File: config.mk
export PLATFORM = sky130hd
export DESIGN_NAME = program_counter_unit
export DESIGN_NICKNAME = d
export VERILOG_FILES = /design/src/rtl/program_counter_unit.sv
export SDC_FILE = /design/constraint.sdc
export NUM_CORES = 1
export LEC_CHECK = 0
export ABC_AREA = 1
export CAP_MARGIN = 0
export CORE_MARGIN = 5
export CORE_UTILIZATION = 54
export DETAILED_ROUTE_END_ITERATION = 8
export PLACE_DENSITY = 0.94
export SETUP_SLACK_MARGIN = 0.15
export SLEW_MARGIN = 20
export SYNTH_ARGS = -nofsm -noshare
export SYNTH_HDL_FRONTEND = slang
export SYNTH_SLANG_ARGS = --single-unit
File: constraint.sdc
create_clock -name clock -period 6.31 [get_ports clock]
set_input_delay 1.893 -clock clock [delete_from_list [all_inputs] [get_ports clock]]
set_output_delay 1.893 -clock clock [all_outputs]
set_load 0.02 [all_outputs]
File: src/rtl/program_counter_unit.sv
// Program counter with configurable width/step, scaled relative branches, stall and
// an optional return-address stack built only when PCU_RAS_EN is defined.
module program_counter_unit #(
    parameter int                  PC_WIDTH     = 32,
    parameter int                  K_WIDTH      = 32,
    parameter int                  STEP         = 4,
    parameter int                  OFFSET_SHIFT = 2,
    parameter logic [PC_WIDTH-1:0] RESET_VECTOR = {PC_WIDTH{1'b0}},
    parameter int                  RAS_DEPTH    = 4
) (
    input  logic                clock,
    input  logic                reset,
    input  logic [2:0]          PC_FS,
    input  logic                stall,
    input  logic [K_WIDTH-1:0]  k,
    input  logic [PC_WIDTH-1:0] in_a,
    input  logic                clear_err,
    output logic [PC_WIDTH-1:0] PC_out,
    output logic [PC_WIDTH-1:0] PC_plus,
    output logic                ras_empty,
    output logic                ras_full,
    output logic                ras_overflow,
    output logic                ras_underflow
);

    typedef enum logic [2:0] {
        FS_HOLD     = 3'b000,
        FS_INC      = 3'b001,
        FS_REL      = 3'b010,
        FS_JMP      = 3'b011,
        FS_CALL_REL = 3'b100,
        FS_RET      = 3'b101,
        FS_CALL_REG = 3'b110,
        FS_RSVD     = 3'b111
    } pc_fs_e;

    if (RAS_DEPTH < 2) begin : g_depth_check
        $error("program_counter_unit: RAS_DEPTH must be at least 2");
    end

    pc_fs_e              fs_s;
    logic [PC_WIDTH-1:0] pc_q;
    logic [PC_WIDTH-1:0] pc_d;
    logic [PC_WIDTH-1:0] pc_plus_s;
    logic [PC_WIDTH-1:0] k_ext_s;
    logic [PC_WIDTH-1:0] rel_tgt_s;
    logic                ovf_q;
    logic                ovf_d;
    logic                unf_q;
    logic                unf_d;
    logic                ovf_evt_s;
    logic                unf_evt_s;
    logic                ras_empty_s;
    logic                ras_full_s;

    assign fs_s      = pc_fs_e'(PC_FS);
    assign pc_plus_s = pc_q + PC_WIDTH'(STEP);
    assign k_ext_s   = PC_WIDTH'($signed(k));
    assign rel_tgt_s = pc_q + (k_ext_s << OFFSET_SHIFT);

`ifdef PCU_RAS_EN
    localparam int                 PTR_W    = $clog2(RAS_DEPTH);
    localparam int                 CNT_W    = $clog2(RAS_DEPTH + 1);
    localparam logic [CNT_W-1:0]   CNT_MAX  = CNT_W'(RAS_DEPTH);
    localparam logic [PTR_W-1:0]   PTR_LAST = PTR_W'(RAS_DEPTH - 1);

    logic [PC_WIDTH-1:0] ras_mem [RAS_DEPTH];
    logic [PTR_W-1:0]    ptr_q;
    logic [PTR_W-1:0]    ptr_d;
    logic [PTR_W-1:0]    ptr_inc_s;
    logic [PTR_W-1:0]    ptr_dec_s;
    logic [CNT_W-1:0]    cnt_q;
    logic [CNT_W-1:0]    cnt_d;
    logic [PC_WIDTH-1:0] ras_top_s;
    logic                push_s;
    logic                pop_s;

    // ptr_q is the next free slot; it wraps so a push while full overwrites the oldest entry
    assign ptr_inc_s   = (ptr_q == PTR_LAST) ? {PTR_W{1'b0}} : ptr_q + PTR_W'(1);
    assign ptr_dec_s   = (ptr_q == {PTR_W{1'b0}}) ? PTR_LAST : ptr_q - PTR_W'(1);
    assign ras_top_s   = ras_mem[ptr_dec_s];
    assign ras_empty_s = (cnt_q == {CNT_W{1'b0}});
    assign ras_full_s  = (cnt_q == CNT_MAX);

    // Stack pointer and occupancy next state
    always_comb begin
        ptr_d = ptr_q;
        cnt_d = cnt_q;
        if (push_s) begin
            ptr_d = ptr_inc_s;
            cnt_d = ras_full_s ? cnt_q : cnt_q + CNT_W'(1);
        end else if (pop_s) begin
            ptr_d = ptr_dec_s;
            cnt_d = cnt_q - CNT_W'(1);
        end else begin
            ptr_d = ptr_q;
            cnt_d = cnt_q;
        end
    end

    // Stack pointer and occupancy registers
    always_ff @(posedge clock or negedge reset) begin
        if (!reset) begin
            ptr_q <= {PTR_W{1'b0}};
            cnt_q <= {CNT_W{1'b0}};
        end else begin
            ptr_q <= ptr_d;
            cnt_q <= cnt_d;
        end
    end

    // Stack storage; contents deliberately survive reset
    always_ff @(posedge clock) begin
        if (push_s) begin
            ras_mem[ptr_q] <= pc_plus_s;
        end
    end
`else
    assign ras_empty_s = 1'b1;
    assign ras_full_s  = 1'b0;
`endif

    // Function decode: next PC plus stack push/pop requests and error events
    always_comb begin
        pc_d      = pc_q;
        ovf_evt_s = 1'b0;
        unf_evt_s = 1'b0;
`ifdef PCU_RAS_EN
        push_s    = 1'b0;
        pop_s     = 1'b0;
`endif
        if (stall) begin
            pc_d = pc_q;
        end else begin
            case (fs_s)
                FS_INC:      pc_d = pc_plus_s;
                FS_REL:      pc_d = rel_tgt_s;
                FS_JMP:      pc_d = in_a;
`ifdef PCU_RAS_EN
                FS_CALL_REL: begin
                    push_s    = 1'b1;
                    ovf_evt_s = ras_full_s;
                    pc_d      = rel_tgt_s;
                end
                FS_RET: begin
                    if (ras_empty_s) begin
                        unf_evt_s = 1'b1;
                        pc_d      = pc_q;
                    end else begin
                        pop_s = 1'b1;
                        pc_d  = ras_top_s;
                    end
                end
                FS_CALL_REG: begin
                    push_s    = 1'b1;
                    ovf_evt_s = ras_full_s;
                    pc_d      = in_a;
                end
`else
                FS_CALL_REL: pc_d = rel_tgt_s;
                FS_RET:      pc_d = in_a;
                FS_CALL_REG: pc_d = in_a;
`endif
                default:     pc_d = pc_q;
            endcase
        end
    end

    // A new error in the same cycle as clear_err keeps the flag set
    assign ovf_d = (ovf_q & ~clear_err) | ovf_evt_s;
    assign unf_d = (unf_q & ~clear_err) | unf_evt_s;

    // PC and sticky error flag registers
    always_ff @(posedge clock or negedge reset) begin
        if (!reset) begin
            pc_q  <= RESET_VECTOR;
            ovf_q <= 1'b0;
            unf_q <= 1'b0;
        end else begin
            pc_q  <= pc_d;
            ovf_q <= ovf_d;
            unf_q <= unf_d;
        end
    end

    assign PC_out        = pc_q;
    assign PC_plus       = pc_plus_s;
    assign ras_empty     = ras_empty_s;
    assign ras_full      = ras_full_s;
    assign ras_overflow  = ovf_q;
    assign ras_underflow = unf_q;

endmodule

* After elaboration in Yosys (flattened, before gate mapping)
Cells that the tools add are included.
** Storage, ports and cells
- Flip-flop bits (word level) :: 34
- Output and inout bits :: 68
** Operators by class
- $add $sub $neg :: 2
- Equality and inequality tests :: 6
- Multiplexer cells :: 1
- Bitwise gates (word level) :: 4
- Reductions and logical operators :: 4
** Operators with widths (count)
- case mux 32 bit (3 select lines) :: 1
- adder 32 x 3 -> 32 bit (second input constant) :: 1
- adder 32 bit :: 1
- == test 3 bit (second input constant) :: 3
- == test 3 x 2 -> 1 bit (second input constant) :: 2
- == test 3 x 1 -> 1 bit (second input constant) :: 1
- nonzero test 3 bit :: 1
- OR reduction 3 bit :: 1
- AND 1 bit :: 2
- NOT 1 bit :: 2
- AND reduction 2 bit :: 1
- OR reduction 2 bit :: 1

* Longest topological paths before layout
Gate-level depths: netlist (run 1).
- Depth in word-level cells :: 4
- Mapped depth :: 13

* Least setup slack after synthesis (run 1)
Ideal clock, no wire load.
- Path kind :: register to output
- From :: register pc_q[2] (netlist: PC_out[2])
- To :: output PC_plus[24]
- Data arrival time :: 1622 ps
- Data required time :: 4417 ps
- Slack :: 2795 ps
- Cell stages (with the launch flop) :: 9
- Buffers on the path :: 0
- Path through :: dfrtp_1 ha_1 nand3_4 nor2_4 nand2_2 inv_1 nand2_1 nand2_1 and2_1
** Between the ends
- Word-level cells in the longest chain between the ends :: 1
** RTL lines
- from (decl) :: line 42 : logic [PC_WIDTH-1:0] pc_q;
- from (signal assigned) :: line 180 : pc_q <= pc_d;
- adder 32 x 3 -> 32 bit :: line 57 : assign pc_plus_s = pc_q + PC_WIDTH'(STEP);
- to (decl) :: line 19 : output logic [PC_WIDTH-1:0] PC_plus,
No other way between the ends.

* Worst setup path after layout (run 1)
- From :: input PC_FS[1]
- To :: register pc_q[1] (netlist: PC_out[1])
** Between the ends
- Word-level cells in the longest chain between the ends :: 4
- Elaborated cells on any way between the ends :: 11
- Classes of those cells :: eq/ne: 6; mux: 1; reduce/logical: 4
** RTL lines
- from (decl) :: line 13 : input logic [2:0] PC_FS,
- == test 3 bit or == test 3 x 2 -> 1 bit (tied branches) :: line 135 : case (fs_s)
- OR reduction 3 bit (no line) or OR reduction 2 bit (tied branches)
- nonzero test 3 bit (no line)
- AND reduction 2 bit (no line)
Several ways; a longest one is shown, not always the timed one.
A chain may end at the register's enable or synchronous reset.

==> metrics.cfg, run 1 <==
[run_status]
status=finished, final reports clean

[synthesis]
syn_avg_cell_area_um2=5.583
ys_types=40
synth-edff-count=0
async_flop_share_pct=100.0
yosysSeqAreaShare_pct=17.01
yosysMostFrequentCell=nand2_1
synth_ff_type=dfrtp_1
synth_cells=896
synth_compound_area_share_pct=10.11
synthSimpleGateAreaFrac_pct=48.45
synth_xor_area_share_pct=3.052
ys_seq_elements=34
netlist_area_mm2=0.005002
synth_area_leader_cell=nand2_1
synthTopCellsByArea=nand2_1 25%, dfrtp_1 17%, inv_1 9.8%
synthMuxAreaShare_pct=0.4502
synth_top_family_by_area=simple AND/OR/NAND/NOR gates
synth_common_cells=336 x nand2_1, 131 x inv_1, 95 x nor2_1
synth_top_area_share_pct=25.21
synthesis.nets=998
synthAdderAreaFrac_pct=7.904
yosys_warnings=0

[power]
powerDensity_mw_per_mm2=299.8
power_frac_comb_pct=68.8
p_sw_share_pct=52.40
p_clk_share_pct=10.5
ir_drop_mv=0.2253
totalPowerFinal_mw=1.943
p_leak_nw=3.307
power_switching_mw=1.018
internal_power_mw=0.9249
p_seq_share_pct=20.7

[floorplan]
floorplan.initialDensity_pct=54.65
ios=139
row_count=35
coreArea_mm2=0.009153
die_w_um=106.2
die_area_mm2=0.01129
die_h_um=106.2

[sta]
finalCritPeriodShare_pct=71.24
finalClockSkew_ns=0.003255
rsz0062_at_grt=no
worst_slack_ns=1.815
hold-worst-slack_ns=0.4868
max_freq_mhz=222.5
hold_viol=0
tightest_slew_ns=1.025
slew_headroom_pct=31.56
fin_crit_ns=4.495
slew_viol_final=0
setup_viol=0
setup_tns_ns=0

[route]
via_count=6068
ant_nets=0
drcViolationCount=0
routedWlPerCell_um=14.97
vias_per_cell=5.360
dr.pass1.iters=5
drtIter0Drc=396
wirelength_mm=16.94

[worst_setup_path]
crit_slowest_cell=clkdlybuf4s50_1
cp_common_cell=nand2_1
cp.arrival_ns=4.68
r2r-start=PC_out[2]
path_delay_family=buffers and inverters
crit_path_start_kind=input port
cp-end-kind=register
path_class=input port to register
ff2ff_setup_slack_ns=3.59
worstPathRequired_ns=6.50
cpPeakStageDelay_ns=0.47
startpoint=PC_FS[1]
critical_path_buf_inv_count=3
rr_endpoint=PC_out[14]
crit_path_max_fanout=50
ff2ff_path_depth=11
worstPathCellList=clkdlybuf4s50_1 > nand2_1 > nand2_1 > o21ai_2 > inv_2 > o21ai_0 > nand2_1 > inv_2 > nand2_1 > mux2_2

[finish]
multi_input_area_mm2=0.003507
nets=1122
area_growth_pct=29.59
postLayoutCellArea_mm2=0.006482
diodes=0
fin_util_pct=70.83
fin_cells=1132
drive_gt1_share_pct=5.975
seq_area_um2=850.8
n_fill_cell=784

[grt]
grt-ovfl-total=0
grt_max_degree=51
grt_pass1_vias=5565
grt_util_all_layers_pct=29.65
grt_pass1_wl_mm=26.88
antenna_found_initial=0

[placement]
io_buffer_count=134
gp_congestion=0.9619
placed_area_mm2=0.006376
post-place-ws_ns=1.541
post-dp-hpwl_mm=13.62
placed_cells=1124

[clock_network]
ctsHoldBuffers=0
post_cts_resized=0
clk_path_buf_depth=2
clkLatencyLatePin_ns=0.30
cts.sinks=34
cts_tree=yes
htreeDepth=2
cts_setup_buffers=0
root_buffer=clkbuf_8
cts_buffers=5
clk_pin_slew_ns=0.07

[hold_path]
whs_path_depth=2
hold_path.startpoint=ras_overflow
hold_class=register to register
hold_end=ras_overflow

[flow_run]
drv_cap=0

==> state kept, by name, summed over array words and instances (netlist names) <==
| signal | flops |
|---|---|
| PC_out | 32 |
| ras_overflow | 1 |
| ras_underflow | 1 |
==> worst reg2reg max path, cell delays in order (launching register included) <==
cell and delay (ns):
dfrtp_1 0.58, ha_1 0.33, inv_1 0.08, fa_1 0.35, inv_1 0.17, nand3_1 0.10, nand3_1 0.19, nand3_1 0.11
nand3_1 0.20, or2_2 0.15, nand3_1 0.15, a31oi_1 0.22
==> per-layer routing <==
layer / wire length [um] / vias to the layer above / track usage (%) / share of wire [%]
li1: - / 3051 / - / -
met3: 1415 / 59 / 5.525 / 8.4
met4: 906 / 0 / 14.52 / 5.3
met5: 0 / - / 0 / 0
met1: 7075 / 2677 / 37.28 / 42
met2: 7545 / 281 / 48.64 / 45
==> cell usage in the layout (no fill, tap or decap), drive strengths merged, types with 8 or more instances in the layout <==
master and n:
a21oi 63, a31oi 9, clkdlybuf4s50 134, dfrtp 34
ha 30, inv 138, nand2 342, nand3 70
nand3b 8, nand4 9, nor2 107, nor3 12
or2 13, xor2 11
==> logic make-up after synthesis <==
family / count (synthesis)
buf+inv: 158
xor+xnor: 14
flops: 34
simple gates: 565
other cells: 2
mux: 2
compound gates: 90
fa+ha+maj: 31
==> worst max-delay path by stage <==
stage	cells after the start	endpoint
5_1_grt	10	PC_out[1]
4_1_cts	9	PC_plus[24]
2_1_floorplan	8	PC_plus[24]
3_3_place_gp	10	PC_out[1]
3_5_place_dp	10	PC_out[1]
6_report	10	PC_out[1]
==> cell type report <==
class | count | share of cell area (%)
Tap cell | 111 | 2.142
Timing Repair Buffer | 136 | 20.92
Multi-Input combinational cell | 704 | 54.10
Sequential cell | 34 | 13.12
Inverter | 139 | 8.068
Clock buffer | 7 | 1.177
Clock inverter | 1 | 0.4632
==> power by group through the flow <==
stage / clock (mW) / sequential (mW) / combinational [mW]
global placement: 0 / 0.400 / 1.29
CTS: 0.205 / 0.397 / 1.33
global route: 0.216 / 0.411 / 1.48
finish: 0.205 / 0.402 / 1.34
detailed placement: 0 / 0.401 / 1.32
floorplan: 0 / 0.421 / 0.809
Power figures use the tool's default switching activity.
==> run 2, diff against run 1 <==
--- a/config.mk
+++ b/config.mk
@@ -8,9 +8,9 @@
 export ABC_AREA = 1
 export CAP_MARGIN = 0
 export CORE_MARGIN = 5
-export CORE_UTILIZATION = 54
+export CORE_UTILIZATION = 50
 export DETAILED_ROUTE_END_ITERATION = 8
-export PLACE_DENSITY = 0.94
+export PLACE_DENSITY = 0.88
 export SETUP_SLACK_MARGIN = 0.15
 export SLEW_MARGIN = 20
 export SYNTH_ARGS = -nofsm -noshare
==> constraint.sdc (replaced) <==
create_clock -name clock -period 4.5 [get_ports clock]
set_input_delay 1.35 -clock clock [delete_from_list [all_inputs] [get_ports clock]]
set_output_delay 1.35 -clock clock [all_outputs]
set_load 0.02 [all_outputs]
==> run 2 against run 1 <==
Against the previous run:
- highest routed layer unchanged
- power is 41% higher
- largest cell class unchanged
- clock power rose by 41%
- first-iteration DRC count increased by 20%
- design area up 0.95%
- non-clock buffer count rose by 4
- routed wire length grew 4.9%
- setup slack worse by 1.2 ns
- sequential share of layout area is 0.12 points lower
- combinational power is 41% higher
- critical path depth is 3 lower
- count of clock-buffer cells in the layout decreased by 1
- die area grew 7.2%
==> metrics.cfg, run 2 (synthesis gave the netlist of run 1 again) <==
[route]
via_count=6041  ; was 6068
vias_per_cell=5.217  ; was 5.360
wl_met1_mm=7.609  ; was 7.075 mm
drcViolationCount=0  ; unchanged
wl_met3_mm=1.405  ; was 1.415 mm
routed.top_layer=met4  ; unchanged
routedWlPerCell_um=15.34  ; was 14.97 um
drtIter0Drc=475  ; was 396
wl_met2_mm=8.319  ; was 7.545 mm
ant_nets=0  ; unchanged
wirelength_mm=17.77  ; was 16.94 mm
dr.pass1.iters=5  ; unchanged

[grt]
antenna_found_initial=0  ; unchanged
grt_pass1_wl_mm=27.86  ; was 26.88 mm
grt_pass1_vias=5695  ; was 5565
grt_util_all_layers_pct=29.38  ; was 29.65%
grt_max_degree=35  ; was 51
grt-ovfl-total=0  ; unchanged

[clock_network]
root_buffer=clkbuf_8  ; unchanged
clkLatencyLatePin_ns=0.29  ; was 0.30 ns
cts.sinks=34  ; unchanged
cts_tree=yes  ; unchanged
cts_buffers=5  ; unchanged
htreeDepth=2  ; unchanged
clk_path_buf_depth=2  ; unchanged
clk_pin_slew_ns=0.08  ; was 0.07 ns
post_cts_resized=0  ; unchanged
ctsHoldBuffers=0  ; unchanged
cts_setup_buffers=0  ; unchanged

[sta]
setup_viol=0  ; unchanged
setup_tns_ns=0  ; unchanged
finalCritPeriodShare_pct=86.80
max_freq_mhz=256.0
hold_viol=0  ; unchanged
slew_viol_final=0  ; unchanged
slew_headroom_pct=59.90  ; was 31.56%
rsz0062_at_grt=no  ; unchanged
fin_crit_ns=3.906
finalClockSkew_ns=0.009238  ; was 0.003255 ns
tightest_slew_ns=0.6006  ; was 1.025 ns

[power]
powerDensity_mw_per_mm2=419.5  ; was 299.8 mW/mm2
ir_drop_mv=0.2255  ; was 0.2253 mV
p_leak_nw=3.326  ; was 3.307 nW

[worst_setup_path]
crit_path_start_kind=register  ; was input port
rr_endpoint=PC_out[22]  ; was PC_out[14]
worstPathCellList=ha_1 > nand3_4 > inv_2 > nand2_2 > nor2_2 > xor2_2 > clkdlybuf4s50_1  ; was clkdlybuf4s50_1 > nand2_1 > nand2_1 > o21ai_2 > inv_2 > o21ai_0 > nand2_1 > inv_2 > nand2_1 > mux2_2
ff2ff_setup_slack_ns=1.82  ; was 3.59 ns
crit_slowest_cell=clkdlybuf4s50_1  ; unchanged
cpPeakStageDelay_ns=0.65  ; was 0.47 ns
worstPathRequired_ns=3.15  ; was 6.50 ns
path_class=register to output port  ; was input port to register
startpoint=PC_out[2]  ; was PC_FS[1]
r2r-start=PC_out[2]  ; unchanged
cp-endpoint=PC_plus[18]  ; was PC_out[1]
ff2ff_path_depth=12  ; was 11
cp-end-kind=output port  ; was register
cp.arrival_ns=2.56  ; was 4.68 ns
crit_path_max_fanout=8  ; was 50

[finish]
largest_reg_flops=32  ; unchanged
drive_gt1_share_pct=6.439  ; was 5.975%
layout_common_cells=336 x nand2_1, 134 x clkdlybuf4s50_1, 131 x inv_1  ; unchanged
final_common_cell=nand2_1  ; unchanged
diodes=0  ; unchanged
n_fill_cell=935  ; was 784
area_growth_pct=30.82  ; was 29.59%
fin_util_pct=66.95  ; was 70.83%
nets=1126  ; was 1122

[floorplan]
coreArea_mm2=0.009774  ; was 0.009153 mm2
die_area_mm2=0.01210  ; was 0.01129 mm2
die_w_um=110.0  ; was 106.2 um
floorplan.initialDensity_pct=51.18  ; was 54.65%
die_h_um=110.0  ; was 106.2 um
ios=139  ; unchanged
row_count=36  ; was 35

[run_status]
status=finished, final reports clean  ; unchanged

[placement]
post-dp-hpwl_mm=14.84  ; was 13.62 mm
gp_congestion=0.9741  ; was 0.9619
io_buffer_count=134  ; unchanged

[flow_run]
drv_cap=0  ; unchanged

[hold_path]
hold_path.startpoint=ras_overflow  ; unchanged
whs_path_depth=2  ; unchanged
hold_class=register to register  ; unchanged

run 2: changes by cell type in the layout (fill, tap and decap cells not counted), sizes merged:
cell,change
clkinvlp,+1
clkbuf,-1
buf,+4
run 2: report_power, final:
| part | leakage [nW] | switching (mW) | internal (mW) | total [mW] |
|---|---|---|---|---|
| clock network | 0.0514 | 0.124 | 0.165 | 0.289 |
| registers | 0.384 | 0.191 | 0.377 | 0.568 |
| logic | 2.89 | 1.13 | 0.760 | 1.89 |
run 2: layout make-up:
type,count,area (um2),area share (%)
clock buffer,6,72.57,1.109
clock inverter,2,37.54,0.5736
inverter,139,523.0,7.992
multi-input combinational,704,3507,53.59
sequential,34,850.8,13.00
tap,133,166.4,2.543
timing repair buffer,140,1386,21.19
run 2: through the flow:
| stage | hold slack, ns | cells | power (mW) | instance area (um2) | worst slack [ns] |
|---|---|---|---|---|---|
| 2_1_floorplan | 0.5795 | 896 | 1.724 | 5002 | 1.528 |
| 3_3_place_gp | 0.4756 | 1150 | 2.400 | 6434 | 0.7777 |
| 3_5_place_dp | 0.4862 | 1150 | 2.431 | 6434 | 0.7070 |
| 4_1_cts | 0.4971 | 1158 | 2.722 | 6544 | 0.6059 |
| 5_1_grt | 0.5142 | 1158 | 2.971 | 6544 | 0.4802 |
| 6_report | 0.4945 | 1158 | 2.745 | 6544 | 0.5939 |
run 2: worst min-delay path by stage:
stage	endpoint	slack [ns]
4_1_cts	ras_overflow	0.50
3_5_place_dp	ras_overflow	0.49
6_report	ras_overflow	0.49
5_1_grt	ras_overflow	0.51
3_3_place_gp	ras_overflow	0.48
2_1_floorplan	ras_overflow	0.58
run 2: critical path, delay by kind of cell, from the launching register on:
family | cells | cell delay (ns)
XOR/XNOR | 1 | 0.20
adder cells (fa/ha/maj) | 1 | 0.33
AND/OR/NAND/NOR | 3 | 0.39
buffers and inverters | 2 | 0.77
flip-flops | 1 | 0.56
run 2: layer usage:
layer  global-route usage [%]  vias to the layer above
li1                         -                     3058
met1                    39.30                     2705
met2                    50.56                      245
met3                    2.446                       33
met4                    8.281                        0
met5                        0                        -
==> run 3, diff against run 2 <==
--- a/config.mk
+++ b/config.mk
@@ -6,7 +6,7 @@
 export NUM_CORES = 1
 export LEC_CHECK = 0
 export ABC_AREA = 1
-export CAP_MARGIN = 0
+export CAP_MARGIN = 20
 export CORE_MARGIN = 5
 export CORE_UTILIZATION = 50
 export DETAILED_ROUTE_END_ITERATION = 8
==> constraint.sdc (replaced) <==
create_clock -name clock -period 4.5 [get_ports clock]
set_input_delay 0.675 -clock clock [delete_from_list [all_inputs] [get_ports clock]]
set_output_delay 0.675 -clock clock [all_outputs]
set_load 0.02 [all_outputs]
==> run 3 against run 2 <==
Against the previous run:
- cell count down 0.17%
- setup slack improved by 0.67 ns
- clock power down 4%
- design area fell by 0.23%
- combinational power is essentially flat
- critical path type unchanged
==> metrics.cfg, run 3 (synthesis gave the netlist of run 1 again) <==
[worst_setup_path]
cp.arrival_ns=2.56  ; about the same
worstPathRequired_ns=3.83  ; was 3.15 ns
crit_path_max_fanout=8  ; unchanged
worstPathCellList=ha_1 > nand3_4 > nor2_4 > nand2_2 > nor2_2 > nand2_1 > nand2_1 > and2_1 > clkdlybuf4s50_1  ; was ha_1 > nand3_4 > inv_2 > nand2_2 > nor2_2 > xor2_2 > clkdlybuf4s50_1
path_delay_family=simple AND/OR/NAND/NOR gates  ; was buffers and inverters
crit_path_start_kind=register  ; unchanged
r2r-start=PC_out[2]  ; unchanged
ff2ff_setup_slack_ns=1.80  ; was 1.82 ns
cpPeakStageDelay_ns=0.61  ; was 0.65 ns
ff2ff_path_depth=12  ; unchanged
path_class=register to output port  ; unchanged
rr_endpoint=PC_out[16]  ; was PC_out[22]
crit_slowest_cell=clkdlybuf4s50_1  ; unchanged
critical_path_buf_inv_count=1  ; was 2
crit_cells=9  ; was 7
cp-end-kind=output port  ; unchanged
cp_common_cell=nand2_1

[route]
ant_nets=0  ; unchanged
routedWlPerCell_um=15.45  ; was 15.34 um
dr.pass1.iters=6  ; was 5
wirelength_mm=17.86  ; was 17.77 mm
vias_per_cell=5.248  ; was 5.217
via_count=6067  ; was 6041
drtIter0Drc=493  ; was 475
drcViolationCount=0  ; unchanged

[clock_network]
clkLatencyLatePin_ns=0.30  ; was 0.29 ns
ctsHoldBuffers=0  ; unchanged
root_buffer=clkbuf_8  ; unchanged
cts.sinks=34  ; unchanged
htreeDepth=2  ; unchanged
clk_path_buf_depth=2  ; unchanged
clk_pin_slew_ns=0.07  ; was 0.08 ns
cts_buffers=5  ; unchanged
post_cts_resized=0  ; unchanged
cts_setup_buffers=0  ; unchanged
cts_tree=yes  ; unchanged

[grt]
antenna_found_initial=0  ; unchanged
grt_max_degree=35  ; unchanged
grt_util_all_layers_pct=29.24  ; was 29.38%
grt_pass1_wl_mm=27.52  ; was 27.86 mm
grt_pass1_vias=5444  ; was 5695
grt-ovfl-total=0  ; unchanged

[hold_path]
hold_path.startpoint=ras_underflow  ; was ras_overflow
hold_class=register to register  ; unchanged
whs_path_depth=2  ; unchanged
hold_end=ras_underflow  ; was ras_overflow

[power]
p_leak_nw=3.322  ; was 3.326 nW
powerDensity_mw_per_mm2=419.1  ; was 419.5 mW/mm2
totalPowerFinal_mw=2.736  ; was 2.745 mW
ir_drop_mv=0.2352  ; was 0.2255 mV

[sta]
setup_tns_ns=0  ; unchanged
setup_viol=0  ; unchanged
slew_headroom_pct=33.09  ; was 59.90%
slew_viol_final=0  ; unchanged
hold_viol=0  ; unchanged
finalCritPeriodShare_pct=71.92  ; was 86.80%
finalClockSkew_ns=0.001933  ; was 0.009238 ns
rsz0062_at_grt=no  ; unchanged
tightest_slew_ns=1.003  ; was 0.6006 ns
max_freq_mhz=309.0  ; was 256.0 MHz
fin_crit_ns=3.236  ; was 3.906 ns

[floorplan]
die_w_um=110.0  ; unchanged
ios=139  ; unchanged
die_area_mm2=0.01210  ; unchanged
floorplan.initialDensity_pct=51.18  ; unchanged
coreArea_mm2=0.009774  ; unchanged
row_count=36  ; unchanged
die_h_um=110.0  ; unchanged

[run_status]
status=finished, final reports clean  ; unchanged

[placement]
gp_congestion=1.040  ; was 0.9741
placed_cells=1148  ; was 1150
post-dp-hpwl_mm=14.79  ; was 14.84 mm
io_buffer_count=134  ; unchanged

[finish]
fin_cells=1156  ; was 1158
largest_reg_flops=32  ; unchanged
layout_common_cells=336 x nand2_1, 134 x clkdlybuf4s50_1, 131 x inv_1  ; unchanged
final_common_cell=nand2_1  ; unchanged
area_growth_pct=30.52  ; was 30.82%
nets=1124  ; was 1126
drive_gt1_share_pct=6.354  ; was 6.439%
diodes=0  ; unchanged

[flow_run]
drv_cap=0  ; unchanged

-- run 3: cell types whose count changed in the layout (fill, tap and decap cells not counted) --
| cell | change |
|---|---|
| buf_4 | -2 |
| clkinvlp_4 | -1 |
| bufinv_16 | -1 |
| clkbuf_1 | -1 |
| clkbuf_8 | +3 |
-- run 3: final cells by class --
| cell class | instances | area [um2] |
|---|---|---|
| Sequential cell | 34 | 850.8 |
| Fill cell | 935 | 3246 |
| Clock buffer | 8 | 110.1 |
| Timing Repair Buffer | 138 | 1371 |
| Inverter | 139 | 523.0 |
| Multi-Input combinational cell | 704 | 3507 |
| Tap cell | 133 | 166.4 |
-- run 3: layer usage --
metal / up-vias / global-route usage [%] / wire length, um
li1: 3049 / - / -
met1: 2728 / 40.19 / 7502
met2: 257 / 50.17 / 8465
met3: 33 / 1.864 / 1512
met4: 0 / 6.768 / 377
met5: - / 0 / 0
-- run 3: report_power, final --
part | total [mW] | internal [mW] | switching (mW)
clock | 0.278 | 0.155 | 0.123
sequential | 0.569 | 0.377 | 0.192
combinational | 1.89 | 0.758 | 1.13
-- run 3: tightest hold or removal path, cell delays in order, from the launching register on --
cell	delay [ns]
dfrtp_1	0.38
inv_1	0.05
nor2_1	0.03
-- run 3: worst max-delay path by stage --
stage               start     endpoint
2_1_floorplan   PC_out[2]  PC_plus[24]
3_3_place_gp     PC_FS[2]   PC_out[22]
3_5_place_dp     PC_FS[1]   PC_out[21]
4_1_cts         PC_out[2]  PC_plus[18]
5_1_grt        PC_out[16]  PC_plus[28]
6_report        PC_out[2]  PC_plus[20]
-- run 3: stage by stage --
| stage | cell area [um2] | worst slack, ns | hold WS (ns) | util, % |
|---|---|---|---|---|
| after CTS | 6529 | 1.258 | 0.4896 | 66.79 |
| final | 6529 | 1.264 | 0.4905 | 66.79 |
| after global placement | 6419 | 1.429 | 0.4760 | 65.67 |
| after floorplan | 5002 | 2.203 | 0.3794 | - |
| after global routing | 6529 | 1.155 | 0.4979 | 66.79 |
| after detailed placement | 6419 | 1.329 | 0.4777 | 65.67 |
